$ cat config.mk
export PLATFORM = sky130hd
export DESIGN_NAME = imem_loader_flat
export DESIGN_NICKNAME = d
export VERILOG_FILES = /design/src/rtl/imem_pkg.sv /design/src/rtl/imem_loader_if.sv /design/src/rtl/imem_word_serializer.sv /design/src/rtl/imem_loader.sv /design/src/flat_wrapper.sv
export SDC_FILE = /design/constraint.sdc
export NUM_CORES = 1
export LEC_CHECK = 0
export CAP_MARGIN = 0
export CORE_MARGIN = 2
export CORE_UTILIZATION = 40
export DETAILED_ROUTE_END_ITERATION = 8
export PLACE_DENSITY_LB_ADDON = 0.08
export SLEW_MARGIN = 5
export SYNTH_ARGS = -nofsm -noshare
export SYNTH_HDL_FRONTEND = slang
export SYNTH_HIERARCHICAL = 1
export SYNTH_SLANG_ARGS = --single-unit
$ cat constraint.sdc
create_clock -name clk -period 7.4 [get_ports clk]
set_input_delay 1.85 -clock clk [delete_from_list [all_inputs] [get_ports clk]]
set_output_delay 1.85 -clock clk [all_outputs]
set_load 0.03 [all_outputs]
$ cat src/rtl/imem_pkg.sv
// imem_pkg: shared types and constants for the instruction-memory loader.
// Holds the loader FSM state enum, word/byte geometry and default depth.
package imem_pkg;

  typedef enum logic [1:0] {
    IDLE,
    ACCEPT,
    WRITE,
    FINISH
  } state_e;

  localparam int BYTES_PER_WORD = 4;
  localparam int BYTE_IDX_W = 2;
  localparam int MEM_BYTES_DEFAULT = 256;

endpackage

$ cat src/rtl/imem_loader_if.sv
// imem_loader_if: word stream in (valid/ready/word) and byte write port out.
// slave = loader side, master = boot source / memory side.
interface imem_loader_if;

  logic        in_valid;
  logic        in_ready;
  logic [31:0] in_word;
  logic        mem_we;
  logic [63:0] mem_addr;
  logic [7:0]  mem_wdata;

  modport slave (
    input  in_valid,
    input  in_word,
    output in_ready,
    output mem_we,
    output mem_addr,
    output mem_wdata
  );

  modport master (
    output in_valid,
    output in_word,
    input  in_ready,
    input  mem_we,
    input  mem_addr,
    input  mem_wdata
  );

endinterface

$ cat src/rtl/imem_word_serializer.sv
// imem_word_serializer: picks byte idx_i of word_i, MSB first (idx 0 = [31:24]).
// Ports: word_i, idx_i in; byte_o (data) and off_o (address offset) out.
module imem_word_serializer
  import imem_pkg::*;
(
  input  logic [31:0]           word_i,
  input  logic [BYTE_IDX_W-1:0] idx_i,
  output logic [7:0]            byte_o,
  output logic [BYTE_IDX_W-1:0] off_o
);

  always_comb begin
    byte_o = word_i[31:24];
    unique case (idx_i)
      2'd0: byte_o = word_i[31:24];
      2'd1: byte_o = word_i[23:16];
      2'd2: byte_o = word_i[15:8];
      2'd3: byte_o = word_i[7:0];
      default: byte_o = word_i[31:24];
    endcase
    off_o = idx_i;
  end

endmodule

$ cat src/rtl/imem_loader.sv
// imem_loader: turns a 32-bit word stream into MSB-first byte writes.
// Ports: clk, reset, start/base_addr/word_count, bus (stream + byte port),
// busy, done, error; checksum when IMEM_LOADER_CHECKSUM_EN is defined.
module imem_loader
  import imem_pkg::*;
#(
  parameter int MEM_BYTES = MEM_BYTES_DEFAULT,
  parameter int CNT_W     = 8
) (
  input  logic             clk,
  input  logic             reset,
  input  logic             start,
  input  logic [63:0]      base_addr,
  input  logic [CNT_W-1:0] word_count,
  imem_loader_if.slave     bus,
  output logic             busy,
  output logic             done,
  output logic             error
`ifdef IMEM_LOADER_CHECKSUM_EN
  ,
  output logic [31:0]      checksum
`endif
);

  localparam logic [BYTE_IDX_W-1:0] K_LAST =
    BYTE_IDX_W'(BYTES_PER_WORD - 1);

  state_e                state_q, state_d;
  logic [63:0]           cur_addr_q, cur_addr_d;
  logic [CNT_W-1:0]      remaining_q, remaining_d;
  logic [31:0]           word_q, word_d;
  logic [BYTE_IDX_W-1:0] k_q, k_d;
  logic                  error_q, error_d;
  logic                  done_q, done_d;
  logic                  busy_q, busy_d;
  logic                  in_ready_q, in_ready_d;
  logic                  mem_we_q, mem_we_d;
  logic [63:0]           mem_addr_q, mem_addr_d;
  logic [7:0]            mem_wdata_q, mem_wdata_d;
`ifdef IMEM_LOADER_CHECKSUM_EN
  logic [31:0]           csum_q, csum_d;
`endif

  logic                  xfer;
  logic                  oob;
  logic [7:0]            ser_byte;
  logic [BYTE_IDX_W-1:0] ser_off;

  // Serializer looks at the next-cycle word/index so the byte
  // port can be driven straight from flops.
  imem_word_serializer u_ser (
    .word_i (word_d),
    .idx_i  (k_d),
    .byte_o (ser_byte),
    .off_o  (ser_off)
  );

  assign xfer = bus.in_valid && in_ready_q;

  // 65-bit compare so a base near 2^64 cannot wrap past the check.
  assign oob = ({1'b0, cur_addr_q} + 65'd3) >= 65'(MEM_BYTES);

  always_comb begin
    state_d     = state_q;
    cur_addr_d  = cur_addr_q;
    remaining_d = remaining_q;
    word_d      = word_q;
    k_d         = k_q;
    error_d     = error_q;
`ifdef IMEM_LOADER_CHECKSUM_EN
    csum_d      = csum_q;
`endif
    unique case (state_q)
      IDLE: begin
        if (start) begin
          cur_addr_d  = base_addr;
          remaining_d = word_count;
          k_d         = '0;
          error_d     = 1'b0;
`ifdef IMEM_LOADER_CHECKSUM_EN
          csum_d      = '0;
`endif
          if (base_addr[1:0] != 2'b00) begin
            error_d = 1'b1;
            state_d = FINISH;
          end else if (word_count == '0) begin
            state_d = FINISH;
          end else begin
            state_d = ACCEPT;
          end
        end
      end
      ACCEPT: begin
        if (xfer) begin
          if (oob) begin
            error_d = 1'b1;
            state_d = FINISH;
          end else begin
            word_d  = bus.in_word;
            k_d     = '0;
            state_d = WRITE;
`ifdef IMEM_LOADER_CHECKSUM_EN
            csum_d  = csum_q + bus.in_word;
`endif
          end
        end
      end
      WRITE: begin
        if (k_q == K_LAST) begin
          k_d         = '0;
          cur_addr_d  = cur_addr_q + 64'(BYTES_PER_WORD);
          remaining_d = remaining_q - CNT_W'(1);
          if (remaining_q == CNT_W'(1)) begin
            state_d = FINISH;
          end else begin
            state_d = ACCEPT;
          end
        end else begin
          k_d = k_q + BYTE_IDX_W'(1);
        end
      end
      FINISH: begin
        state_d = IDLE;
      end
      default: begin
        state_d = IDLE;
      end
    endcase

    // Output flops mirror the state being entered.
    in_ready_d = (state_d == ACCEPT);
    busy_d     = (state_d != IDLE);
    done_d     = (state_d == FINISH);
    mem_we_d   = (state_d == WRITE);
    mem_addr_d  = '0;
    mem_wdata_d = '0;
    if (mem_we_d) begin
      mem_addr_d  = cur_addr_d + 64'(ser_off);
      mem_wdata_d = ser_byte;
    end
  end

  always_ff @(posedge clk) begin
    if (reset) begin
      state_q     <= IDLE;
      cur_addr_q  <= '0;
      remaining_q <= '0;
      word_q      <= '0;
      k_q         <= '0;
      error_q     <= 1'b0;
      done_q      <= 1'b0;
      busy_q      <= 1'b0;
      in_ready_q  <= 1'b0;
      mem_we_q    <= 1'b0;
      mem_addr_q  <= '0;
      mem_wdata_q <= '0;
    end else begin
      state_q     <= state_d;
      cur_addr_q  <= cur_addr_d;
      remaining_q <= remaining_d;
      word_q      <= word_d;
      k_q         <= k_d;
      error_q     <= error_d;
      done_q      <= done_d;
      busy_q      <= busy_d;
      in_ready_q  <= in_ready_d;
      mem_we_q    <= mem_we_d;
      mem_addr_q  <= mem_addr_d;
      mem_wdata_q <= mem_wdata_d;
    end
  end

`ifdef IMEM_LOADER_CHECKSUM_EN
  always_ff @(posedge clk) begin
    if (reset) begin
      csum_q <= '0;
    end else begin
      csum_q <= csum_d;
    end
  end

  assign checksum = csum_q;
`endif

  assign bus.in_ready  = in_ready_q;
  assign bus.mem_we    = mem_we_q;
  assign bus.mem_addr  = mem_addr_q;
  assign bus.mem_wdata = mem_wdata_q;
  assign busy  = busy_q;
  assign done  = done_q;
  assign error = error_q;

endmodule

$ cat src/flat_wrapper.sv
// flat-port wrapper written by rule: the top's interface ports become plain ports
module imem_loader_flat import imem_pkg::*;
#(
  parameter int MEM_BYTES = MEM_BYTES_DEFAULT,
  parameter int CNT_W     = 8
)
  (clk, reset, start, base_addr, word_count, busy, done, error, bus_in_valid, bus_in_word, bus_in_ready, bus_mem_we, bus_mem_addr, bus_mem_wdata);
  imem_loader_if bus_i ();
  input  logic clk;
  input  logic reset;
  input  logic start;
  input  logic [63:0] base_addr;
  input  logic [CNT_W-1:0] word_count;
  output logic busy;
  output logic done;
  output logic error;
  input wire logic [$bits(bus_i.in_valid)-1:0] bus_in_valid;
  input wire logic [$bits(bus_i.in_word)-1:0] bus_in_word;
  output wire logic [$bits(bus_i.in_ready)-1:0] bus_in_ready;
  output wire logic [$bits(bus_i.mem_we)-1:0] bus_mem_we;
  output wire logic [$bits(bus_i.mem_addr)-1:0] bus_mem_addr;
  output wire logic [$bits(bus_i.mem_wdata)-1:0] bus_mem_wdata;
  assign bus_i.in_valid = bus_in_valid;
  assign bus_i.in_word = bus_in_word;
  assign bus_in_ready = bus_i.in_ready;
  assign bus_mem_we = bus_i.mem_we;
  assign bus_mem_addr = bus_i.mem_addr;
  assign bus_mem_wdata = bus_i.mem_wdata;
  imem_loader #(.MEM_BYTES(MEM_BYTES), .CNT_W(CNT_W)) u_core (.clk(clk), .reset(reset), .start(start), .base_addr(base_addr), .word_count(word_count), .bus(bus_i), .busy(busy), .done(done), .error(error));
endmodule
=== Word level (Yosys, flattened, before mapping) ===
Index checks and enable logic that the tools add are counted.

* Bitwise logic cells: 1
* Add/subtract/negate cells: 5
* Reductions and logical operators: 11
* $lt $le $gt $ge: 1
* Eq/ne operators: 15
* Mux-type cells: 28

{| class="wikitable"
|+ Operator list
! kind !! count
|-
| 64-bit two-way mux || 2
|-
| 64-bit case mux with 2 select lines || 1
|-
| 32-bit two-way mux || 3
|-
| 64-bit by 2-bit adder with 65-bit output (second input constant) || 1
|-
| 65-bit by 9-bit >= comparator with 1-bit output (second input constant) || 1
|-
| 64-bit by 2-bit adder with 64-bit output || 1
|-
| 64-bit by 3-bit adder with 64-bit output (second input constant) || 1
|-
| 8-bit case mux with 4 select lines || 1
|-
| 2-bit two-way mux || 10
|-
| 8-bit two-way mux || 2
|-
| 8-bit case mux with 2 select lines || 1
|-
| 2-bit equality test (second input constant) || 7
|-
| 8-bit by 1-bit equality test with 1-bit output (second input constant) || 1
|-
| 8-bit zero test || 1
|-
| 2-bit case mux with 4 select lines || 1
|-
| 2-bit nonzero test || 4
|-
| 8-bit by 1-bit subtractor with 8-bit output (second input constant) || 1
|-
| 2-bit by 1-bit equality test with 1-bit output (second input constant) || 3
|-
| 2-bit by 1-bit != test with 1-bit output (second input constant) || 3
|-
| 2-bit case mux with 3 select lines || 1
|-
| 1-bit two-way mux || 5
|-
| 2-bit zero test || 2
|-
| 4-bit AND reduction || 1
|-
| 3-bit AND reduction || 1
|-
| 6 further kinds || 6
|}

* Register bits after elaboration: 185
* Input bits: 108
* Output and inout bits: 77

=== Logic depth before layout (Yosys ltp) ===
Gate-level depths: netlist (run 1).

* Depth in word-level cells: 8
* Gate-level depth with buffers: 24
* Depth with buffers taken out: 19

=== By module ===
The synthesis (run 1) kept the hierarchy.

{| class="wikitable"
|+ By module, submodules not included
! module !! times used !! cells each !! seq. area each (um2) !! area an instance (um2)
|-
| imem_loader || 1 || 1642 || 3703.6 || 12401.9
|-
| imem_word_serializer || 1 || 12 || 0.0 || 211.5
|}

=== Least setup slack after synthesis (run 1) ===
Ideal clock, no wire load.

* Kind: input-to-reg
* Start: input port start
* End: register u_core.mem_addr_q[62] (netlist: u_core/bus.mem_addr[62])
* Arrival: 5.410 ns
* Library setup time: 0.086 ns
* Setup slack: 1.904 ns
* Data required time: 7.314 ns
* Cell stages on the path: 17
* Path through: clkbuf_1 -> nor3b_1 -> buf_2 -> buf_2 -> buf_2 -> buf_1 -> nand2_1 -> nand2_1 -> ha_1 -> fa_1 -> o211ai_1 -> a21o_1 -> nor4_1 -> nand4_1 -> or4_1 -> or4_1 -> a211oi_1

* Elaborated cells on any way between the ends: 10

{| class="wikitable"
|+ RTL lines
! what !! RTL line !! source
|-
| from (decl) || flat_wrapper.sv:11 || <nowiki>input logic start;</nowiki>
|-
| 64-bit two-way mux || imem_loader.sv:75 || <nowiki>if (start) begin</nowiki>
|-
| 64-bit case mux with 2 select lines || imem_loader.sv:73 || <nowiki>unique case (state_q)</nowiki>
|-
| net u_core.cur_addr_d[0] || imem_loader.sv:29 || <nowiki>logic [63:0] cur_addr_q, cur_addr_d;</nowiki>
|-
| 64-bit by 2-bit adder with 64-bit output || imem_loader.sv:138 || <nowiki>mem_addr_d = cur_addr_d + 64'(ser_off);</nowiki>
|-
| to (signal assigned) || imem_loader.sv:168 || <nowiki>mem_addr_q <= mem_addr_d;</nowiki>
|-
| to (decl) || imem_loader.sv:38 || <nowiki>logic [63:0] mem_addr_q, mem_addr_d;</nowiki>
|}

The timed path passes the listed nets, and every way through them passes these cells.
A chain may end at the register's enable or synchronous reset.

=== Worst setup path in the final report (run 1) ===
* Start: register u_core.cur_addr_q[4]
* End: register u_core.mem_addr_q[62] (netlist: u_core/bus.mem_addr[62])

* Elaborated cells on any way between the ends: 16

{| class="wikitable"
|+ RTL lines
! what !! RTL line !! source
|-
| from (decl) || imem_loader.sv:29 ||
|-
| from (signal assigned) || imem_loader.sv:159 || <nowiki>cur_addr_q <= cur_addr_d;</nowiki>
|-
| 64-bit by 2-bit adder with 65-bit output || imem_loader.sv:61 || <nowiki>assign oob = ({1'b0, cur_addr_q} + 65'd3) >= 65'(MEM_BYTES);</nowiki>
|-
| 65-bit by 9-bit >= comparator with 1-bit output || imem_loader.sv:61 ||
|-
| 2-bit two-way mux || imem_loader.sv:95 || <nowiki>if (oob) begin</nowiki>
|-
| 2-bit two-way mux || imem_loader.sv:94 || <nowiki>if (xfer) begin</nowiki>
|-
| 2-bit case mux with 3 select lines || imem_loader.sv:73 ||
|-
| net u_core.k_d[0] || imem_loader.sv:32 || <nowiki>logic [BYTE_IDX_W-1:0] k_q, k_d;</nowiki>
|-
| 64-bit by 2-bit adder with 64-bit output || imem_loader.sv:138 ||
|}

The timed path passes the listed nets, and every way through them passes these cells.

==> metrics.txt, run 1 <==
vertical extent of the die=181.6 um; clock buffer count from CTS=17; Max-Cap Viols=0; clock tree from TritonCTS=done; Post CTS Setup Buffer Count=0; antenna violations before repair=0; overflow left after global routing=0; Antenna Cells=0; yosys synthesis warning count=6; hold-fix buffer count after cts=0; switch share=38.44%; DRT antenna net count=0; wire length on met2=24060 um; share of final-layout standard cells stronger than drive strength 1=9.024%; Vias per Instance=6.531; total of buffers placed on input and output ports=184; Worst R2R Path Depth=19; slew of the pin with the lowest slew margin=1.293 ns; unrepaired setup endpoints after global routing=false; number of flops mapped to enable cells by yosys=0; proportion of power drawn by combinational gates=29.0%; number of top-level design ports=185; clock power share=31.3%; power density of the placed cells=196.3 mW/mm2; Crit path required time=7.78 ns; WS Path Type=reg2reg; via count=14210; global-route wire length before repair=82790 um; Worst Hold Endpoint=u_core/word_q[6]$_SDFF_PP0_; net count of the mapped netlist=1769; number of violations reported at the end of detailed-routing iteration 0=1585; Initial Util=40.28%; leading cell type in the layout, fill and taps excluded=sky130_fd_sc_hd__dfxtp_1; highest net fanout along the worst path=13; post_cts resized=0; number of rows in the core area=65; Data arrival, critical path=7.14 ns; final critical-path required period=6.752 ns; maximum number of pins on one net before global-route repair=58; Die Span X=181.6 um; number of filler cells placed in the layout=3119; Met1 Routed Length=23360 um; largest area contributor in the netlist=sky130_fd_sc_hd__dfxtp_1; cell depth of the worst min-delay path=2; tightest hold margin=0.4976 ns; kind of launch point of the worst setup path=register; kind of end point of the critical path=register; HPWL after detailed placement=40130 um; fraction of registers with async set or reset after synthesis=0%; average size of a mapped cell=7.626 um2; average wire per cell in the routed design=24.98 um; root buffer selected by CTS=sky130_fd_sc_hd__clkbuf_16; highest-count cells in the layout ignoring fill and taps=sky130_fd_sc_hd__dfxtp_1, sky130_fd_sc_hd__clkdlybuf4s50_1, sky130_fd_sc_hd__nor2_1; hold path start=u_core/word_q[6]$_SDFF_PP0_; GRT Total Usage=32.77%; Cell variety after synth=94; Syn-to-layout area delta=21.73%; total number of nets in the final design=1875; setup slack of the most critical reg-to-reg path=0.65 ns; Final Cycle Share=91.24%; worst relative slew slack=12.97%; clock-pin slew reported for the worst setup and hold paths after clock tree synthesis=0.07 ns; flops & latches, synth=185; final weighted congestion in routability-driven placement=1.077; internal power component=1.855 mW; met3 routed WL=4531 um; Total Negative Setup Slacks=0 ns; Hold Path Class=reg2reg; number of setup violations in the final report=0; Total Wirelength=54340 um; CTS H-tree depth=4; Max Freq=0.1481 GHz; largest clock skew in the final design=0.01324 ns; DRC Markers=0; cell area reported after detailed placement=0.01476 mm2; Critical R2R Launch=u_core/cur_addr_q[4]$_SDFF_PP0_; max-slew violation total from the final report=0; placeable core region=0.03131 mm2; fraction of the yosys area taken by sequential cells=29.36%; DIE AREA=0.03297 mm2; run status=finished, final reports clean; Worst R2R End=u_core/bus.mem_addr[62]$_SDFF_PP0_; Synth Instances=1654; worst vdd rail ir drop=0.1603 mV; vias in the first global route=13220; CTS max path bufs=2; top routing layer in use=met4; Final Cell Area=0.01535 mm2; later-pin clock latency in the skew report=0.47 ns; sw power=1.158 mW; total iterations of the first detailed-routing run=5; clk sink count=185; share of the synthesized area in the top cell type=29.36%; dominant register cell in the synthesized netlist=sky130_fd_sc_hd__dfxtp_1; final number of hold-violating endpoints=0; netlist area before placement=0.01261 mm2; sequential share of power=39.8%; Area contributors post-synth=sky130_fd_sc_hd__dfxtp_1, sky130_fd_sc_hd__nand4_1, sky130_fd_sc_hd__nor2_1, sky130_fd_sc_hd__nor4_1, sky130_fd_sc_hd__nand2_1; static leakage power=5.104 nW
registers in the layout (all words and copies together) (netlist names):
register and cells:
u_core/bus.mem_addr 64, u_core/k_q 2, u_core/error 1, u_core/bus.mem_we 1
u_core/remaining_q 8, u_core/done 1, u_core/word_q 32, u_core/busy 1
u_core/bus.in_ready 1, u_core/cur_addr_q 64, u_core/bus.mem_wdata 8, u_core/state_q 2
worst max path at each step:
stage / from / end / cells past startpoint
after floorplan: start / u_core/bus.mem_addr[62]$_SDFF_PP0_ / 17
after global placement: start / u_core/bus.mem_addr[62]$_SDFF_PP0_ / 14
after detailed placement: start / u_core/bus.mem_addr[62]$_SDFF_PP0_ / 14
after CTS: u_core/cur_addr_q[4]$_SDFF_PP0_ / u_core/bus.mem_addr[62]$_SDFF_PP0_ / 19
after global routing: u_core/cur_addr_q[45]$_SDFF_PP0_ / u_core/bus.mem_addr[62]$_SDFF_PP0_ / 19
final: u_core/cur_addr_q[4]$_SDFF_PP0_ / u_core/bus.mem_addr[62]$_SDFF_PP0_ / 19
critical path, cell delays in order, from the launching register on:
cell and delay (ns):
sky130_fd_sc_hd__dfxtp_1 0.60, sky130_fd_sc_hd__nand4_1 0.59, sky130_fd_sc_hd__or4_1 0.85, sky130_fd_sc_hd__nor4_1 0.39, sky130_fd_sc_hd__xnor2_1 0.14, sky130_fd_sc_hd__nand3_1 0.11
sky130_fd_sc_hd__nor3_1 0.06, sky130_fd_sc_hd__and4_1 0.25, sky130_fd_sc_hd__and3_1 0.20, sky130_fd_sc_hd__nor2_1 0.16, sky130_fd_sc_hd__ha_1 0.21, sky130_fd_sc_hd__fa_1 0.24
sky130_fd_sc_hd__o211ai_1 0.28, sky130_fd_sc_hd__a21o_1 0.25, sky130_fd_sc_hd__nor4_1 0.69, sky130_fd_sc_hd__buf_4 0.22, sky130_fd_sc_hd__nand4_1 0.26, sky130_fd_sc_hd__or4_1 0.52
sky130_fd_sc_hd__or4_1 0.40, sky130_fd_sc_hd__a211oi_1 0.23
kinds of logic (layout without fill, tap and decap cells):
logic type / after synthesis / after routing / share of synthesized area (%)
compound gates: 348 / 348 / 18.82
simple gates: 843 / 843 / 37.38
flops: 185 / 185 / 29.36
mux: 22 / 22 / 2.599
xor+xnor: 74 / 74 / 5.138
buf+inv: 175 / 294 / 5.952
fa+ha+maj: 7 / 7 / 0.7539
cell usage after synthesis (38+ instances only):
library cell / number
sky130_fd_sc_hd__nand4_1: 122
sky130_fd_sc_hd__nor3_1: 98
sky130_fd_sc_hd__buf_2: 40
sky130_fd_sc_hd__nand3_1: 57
sky130_fd_sc_hd__nand2_1: 134
sky130_fd_sc_hd__a21oi_1: 72
sky130_fd_sc_hd__xor2_1: 38
sky130_fd_sc_hd__nor4_1: 84
sky130_fd_sc_hd__clkbuf_1: 97
sky130_fd_sc_hd__nor2_1: 144
sky130_fd_sc_hd__dfxtp_1: 185
sky130_fd_sc_hd__o21ai_0: 75
cell type report:
cell class / count / area, um2 / share of cell area [%]
inverters: 17 / 63.81 / 0.4156
well taps: 402 / 503.0 / 3.276
repair buffers: 245 / 2310 / 15.04
clock inverters: 15 / 173.9 / 1.133
flip-flops and latches: 185 / 3705 / 24.13
multi-input cells: 1294 / 8174 / 53.24
clock buffers: 17 / 425.4 / 2.771
through the flow:
| step | util, % | power [mW] | cells | setup WS, ns |
|---|---|---|---|---|
| floorplan | - | 1.732 | 1654 | 1.904 |
| global placement | 47.12 | 2.068 | 2143 | 0.8010 |
| global route | 49.04 | 3.147 | 2175 | 0.4182 |
| finish | 49.04 | 3.014 | 2175 | 0.6483 |
| CTS | 49.04 | 3.017 | 2175 | 0.8792 |
| detailed placement | 47.12 | 2.069 | 2143 | 0.6695 |
power groups by stage:
stage / registers, mW / logic (mW) / clock network, mW
final: 1.20 / 0.873 / 0.942
after global routing: 1.21 / 0.938 / 1.00
after CTS: 1.19 / 0.860 / 0.966
after detailed placement: 1.21 / 0.855 / 0
after global placement: 1.21 / 0.853 / 0
after floorplan: 1.16 / 0.570 / 0
routing by layer:
layer | global-route usage (%) | vias up
met4 | 15.25 | 0
met1 | 44.21 | 6837
li1 | - | 6514
met5 | 0 | -
met2 | 50.42 | 740
met3 | 6.438 | 114
Power figures use the tool's default switching activity.
==> run 2, diff against run 1 <==
--- a/config.mk
+++ b/config.mk
@@ -5,7 +5,8 @@
 export SDC_FILE = /design/constraint.sdc
 export NUM_CORES = 1
 export LEC_CHECK = 0
-export CAP_MARGIN = 0
+export CAP_MARGIN = 20
+export CORE_ASPECT_RATIO = 0.6
 export CORE_MARGIN = 2
 export CORE_UTILIZATION = 40
 export DETAILED_ROUTE_END_ITERATION = 8
==> run 2 against run 1 <==
Via count grew 4.1%. Sequential cell count is the same. Largest cell class unchanged. Combinational power grew 8.0%.
==> metrics.txt, run 2 (same netlist as run 1, synthesis figures left out) <==
post_cts resized=0 (unchanged); later-pin clock latency in the skew report=0.47 ns (about the same); clock buffer count from CTS=17 (unchanged); total of buffers placed on input and output ports=184 (unchanged); CTS H-tree depth=4 (unchanged); unrepaired setup endpoints after global routing=false; critical path launch point=u_core/cur_addr_q[2]$_SDFF_PP0_; kind of end point of the critical path=register; setup slack of the most critical reg-to-reg path=0.83 ns (+0.18 ns); slew of the pin with the lowest slew margin=1.268 ns (-0.02509 ns); Hold Path Class=reg2reg; Worst R2R End=u_core/bus.mem_addr[60]$_SDFF_PP0_; Data arrival, critical path=6.93 ns (-0.21 ns); DRT antenna net count=0 (unchanged); antenna violations before repair=2 (+2); Critical R2R Launch=u_core/cur_addr_q[2]$_SDFF_PP0_; WS Path Type=reg2reg; Total Wirelength=61780 um (+14%); CTS max path bufs=2 (unchanged); worst vdd rail ir drop=0.1479 mV (-7.7%); leading cell type in the layout, fill and taps excluded=sky130_fd_sc_hd__dfxtp_1; hold-fix buffer count after cts=0 (unchanged); Initial Util=40.57% (+0.28 points); Final Cell Area=0.01570 mm2 (+2.2%); number of top-level design ports=185 (unchanged); root buffer selected by CTS=sky130_fd_sc_hd__clkbuf_16; clk sink count=185 (unchanged); worst relative slew slack=14.66% (+1.7 points); GRT Total Usage=36.95% (+4.2 points); cell area reported after detailed placement=0.01507 mm2 (+2.1%); clock tree from TritonCTS=done; most used cell, CP=sky130_fd_sc_hd__buf_4; placeable core region=0.03109 mm2 (-0.70%); highest net fanout along the worst path=10 (-3); HPWL after detailed placement=47070 um (+17%); Total Negative Setup Slacks=0 ns (unchanged); number of setup violations in the final report=0 (unchanged); total iterations of the first detailed-routing run=6 (+1); Max-Cap Viols=0 (unchanged); maximum number of pins on one net before global-route repair=71 (+22%); highest-count cells in the layout ignoring fill and taps=sky130_fd_sc_hd__dfxtp_1, sky130_fd_sc_hd__clkdlybuf4s50_1, sky130_fd_sc_hd__nor2_1; Antenna Cells=0 (unchanged); clock-pin slew reported for the worst setup and hold paths after clock tree synthesis=0.08 ns (about the same); total number of nets in the final design=1912 (+2.0%); kind of launch point of the worst setup path=register; Worst Setup EP=u_core/bus.mem_addr[60]$_SDFF_PP0_; Final Cycle Share=88.83% (-2.4 points); Worst R2R Path Depth=24 (+5); average wire per cell in the routed design=27.75 um (+11%); max-slew violation total from the final report=0 (unchanged); static leakage power=5.305 nW (+4.0%); vias in the first global route=13230 (+0.053%); largest stage delay on the critical path=0.61 ns (-0.24 ns); Syn-to-layout area delta=24.47%; DIE AREA=0.03302 mm2 (+0.14%); number of rows in the core area=50 (-23%); overflow left after global routing=0 (unchanged); number of violations reported at the end of detailed-routing iteration 0=1901 (+20%); Crit path required time=7.76 ns (-0.02 ns); Vias per Instance=6.641 (+1.7%); Post CTS Setup Buffer Count=0 (unchanged); largest clock skew in the final design=0.01317 ns (-0.00007430 ns); slowest stage cell, crit path=sky130_fd_sc_hd__or4_1; final weighted congestion in routability-driven placement=1.057 (-1.8%); cell breakdown of the critical path=ha_1 -> o2111ai_1 -> nor4_1 -> buf_4 -> nand2_1 -> or4_1 -> a21oi_1 -> and3_1 -> and3_1 -> and3_1 -> nor2_1 -> ha_1 -> fa_1 -> o211ai_1 -> buf_4 -> nor2_1 -> nor4b_2 -> buf_4 -> buf_4 -> and4_1 -> buf_4 -> nand2_1 -> nor4_1 -> nor4b_1; Die Span X=233.3 um (+28%); final critical-path required period=6.573 ns (-0.1782 ns); vertical extent of the die=141.6 um (-22%); tightest hold margin=0.4986 ns (+0.0009400 ns); final number of hold-violating endpoints=0 (unchanged); Max Freq=0.1521 GHz (+2.7%); power density of the placed cells=198.8 mW/mm2 (+1.3%); global-route wire length before repair=89330 um (+7.9%); share of final-layout standard cells stronger than drive strength 1=10.99% (+2.0 points); DRC Markers=0 (unchanged); via count=14780 (+4.1%); run status=finished, final reports clean
-- run 2: how the worst min path moves through the flow --
stage	from	end	slack, ns	cells after the start
5_1_grt	u_core/word_q[29]$_SDFF_PP0_	u_core/word_q[29]$_SDFF_PP0_	0.53	2
6_report	u_core/word_q[7]$_SDFF_PP0_	u_core/word_q[7]$_SDFF_PP0_	0.50	2
4_1_cts	u_core/word_q[7]$_SDFF_PP0_	u_core/word_q[7]$_SDFF_PP0_	0.50	2
3_5_place_dp	u_core/word_q[7]$_SDFF_PP0_	u_core/word_q[7]$_SDFF_PP0_	0.49	2
2_1_floorplan	u_core/word_q[0]$_SDFF_PP0_	u_core/word_q[0]$_SDFF_PP0_	0.47	2
3_3_place_gp	u_core/word_q[23]$_SDFF_PP0_	u_core/word_q[23]$_SDFF_PP0_	0.48	2
-- run 2: final cells by class --
class | instances | area (um2)
Timing Repair Buffer | 282 | 2587
Sequential cell | 185 | 3705
Clock buffer | 17 | 425.4
Multi-Input combinational cell | 1294 | 8195
Fill cell | 3070 | 15390
Clock inverter | 15 | 202.7
Inverter | 17 | 63.81
Tap cell | 416 | 520.5
-- run 2: metrics by stage --
| step | worst slack [ns] | instances | power (mW) | util, % |
|---|---|---|---|---|
| after detailed placement | 1.090 | 2194 | 2.104 | 48.47 |
| after global placement | 1.081 | 2194 | 2.103 | 48.47 |
| after floorplan | 1.904 | 1654 | 1.732 | - |
| after global routing | 0.5684 | 2226 | 3.227 | 50.50 |
| final | 0.8265 | 2226 | 3.121 | 50.50 |
| after CTS | 1.096 | 2226 | 3.090 | 50.50 |
-- run 2: worst max-delay path: cells and delay by family (launching register included) --
family | cells | cell delay, ns
buffers and inverters | 5 | 0.98
adders and majority gates | 3 | 1.02
DFF | 1 | 0.51
and+or+nand+nor | 13 | 3.11
AOI/OAI and AO/OA | 3 | 0.82
-- run 2: power by group --
group / internal, mW / switching (mW) / total, mW
combinational: 0.338 / 0.605 / 0.943
sequential: 1.06 / 0.122 / 1.19
clock: 0.492 / 0.501 / 0.993
-- run 2: metal layers --
metal,part of all wire (%),global-route usage (%),wire length (um),vias to the layer above
met5,0.066,1.042,41,-
met3,12,9.908,7544,79
met4,1.8,7.979,1122,2
li1,-,-,-,6592
met2,38,48.24,23720,924
met1,48,58.42,29350,7186
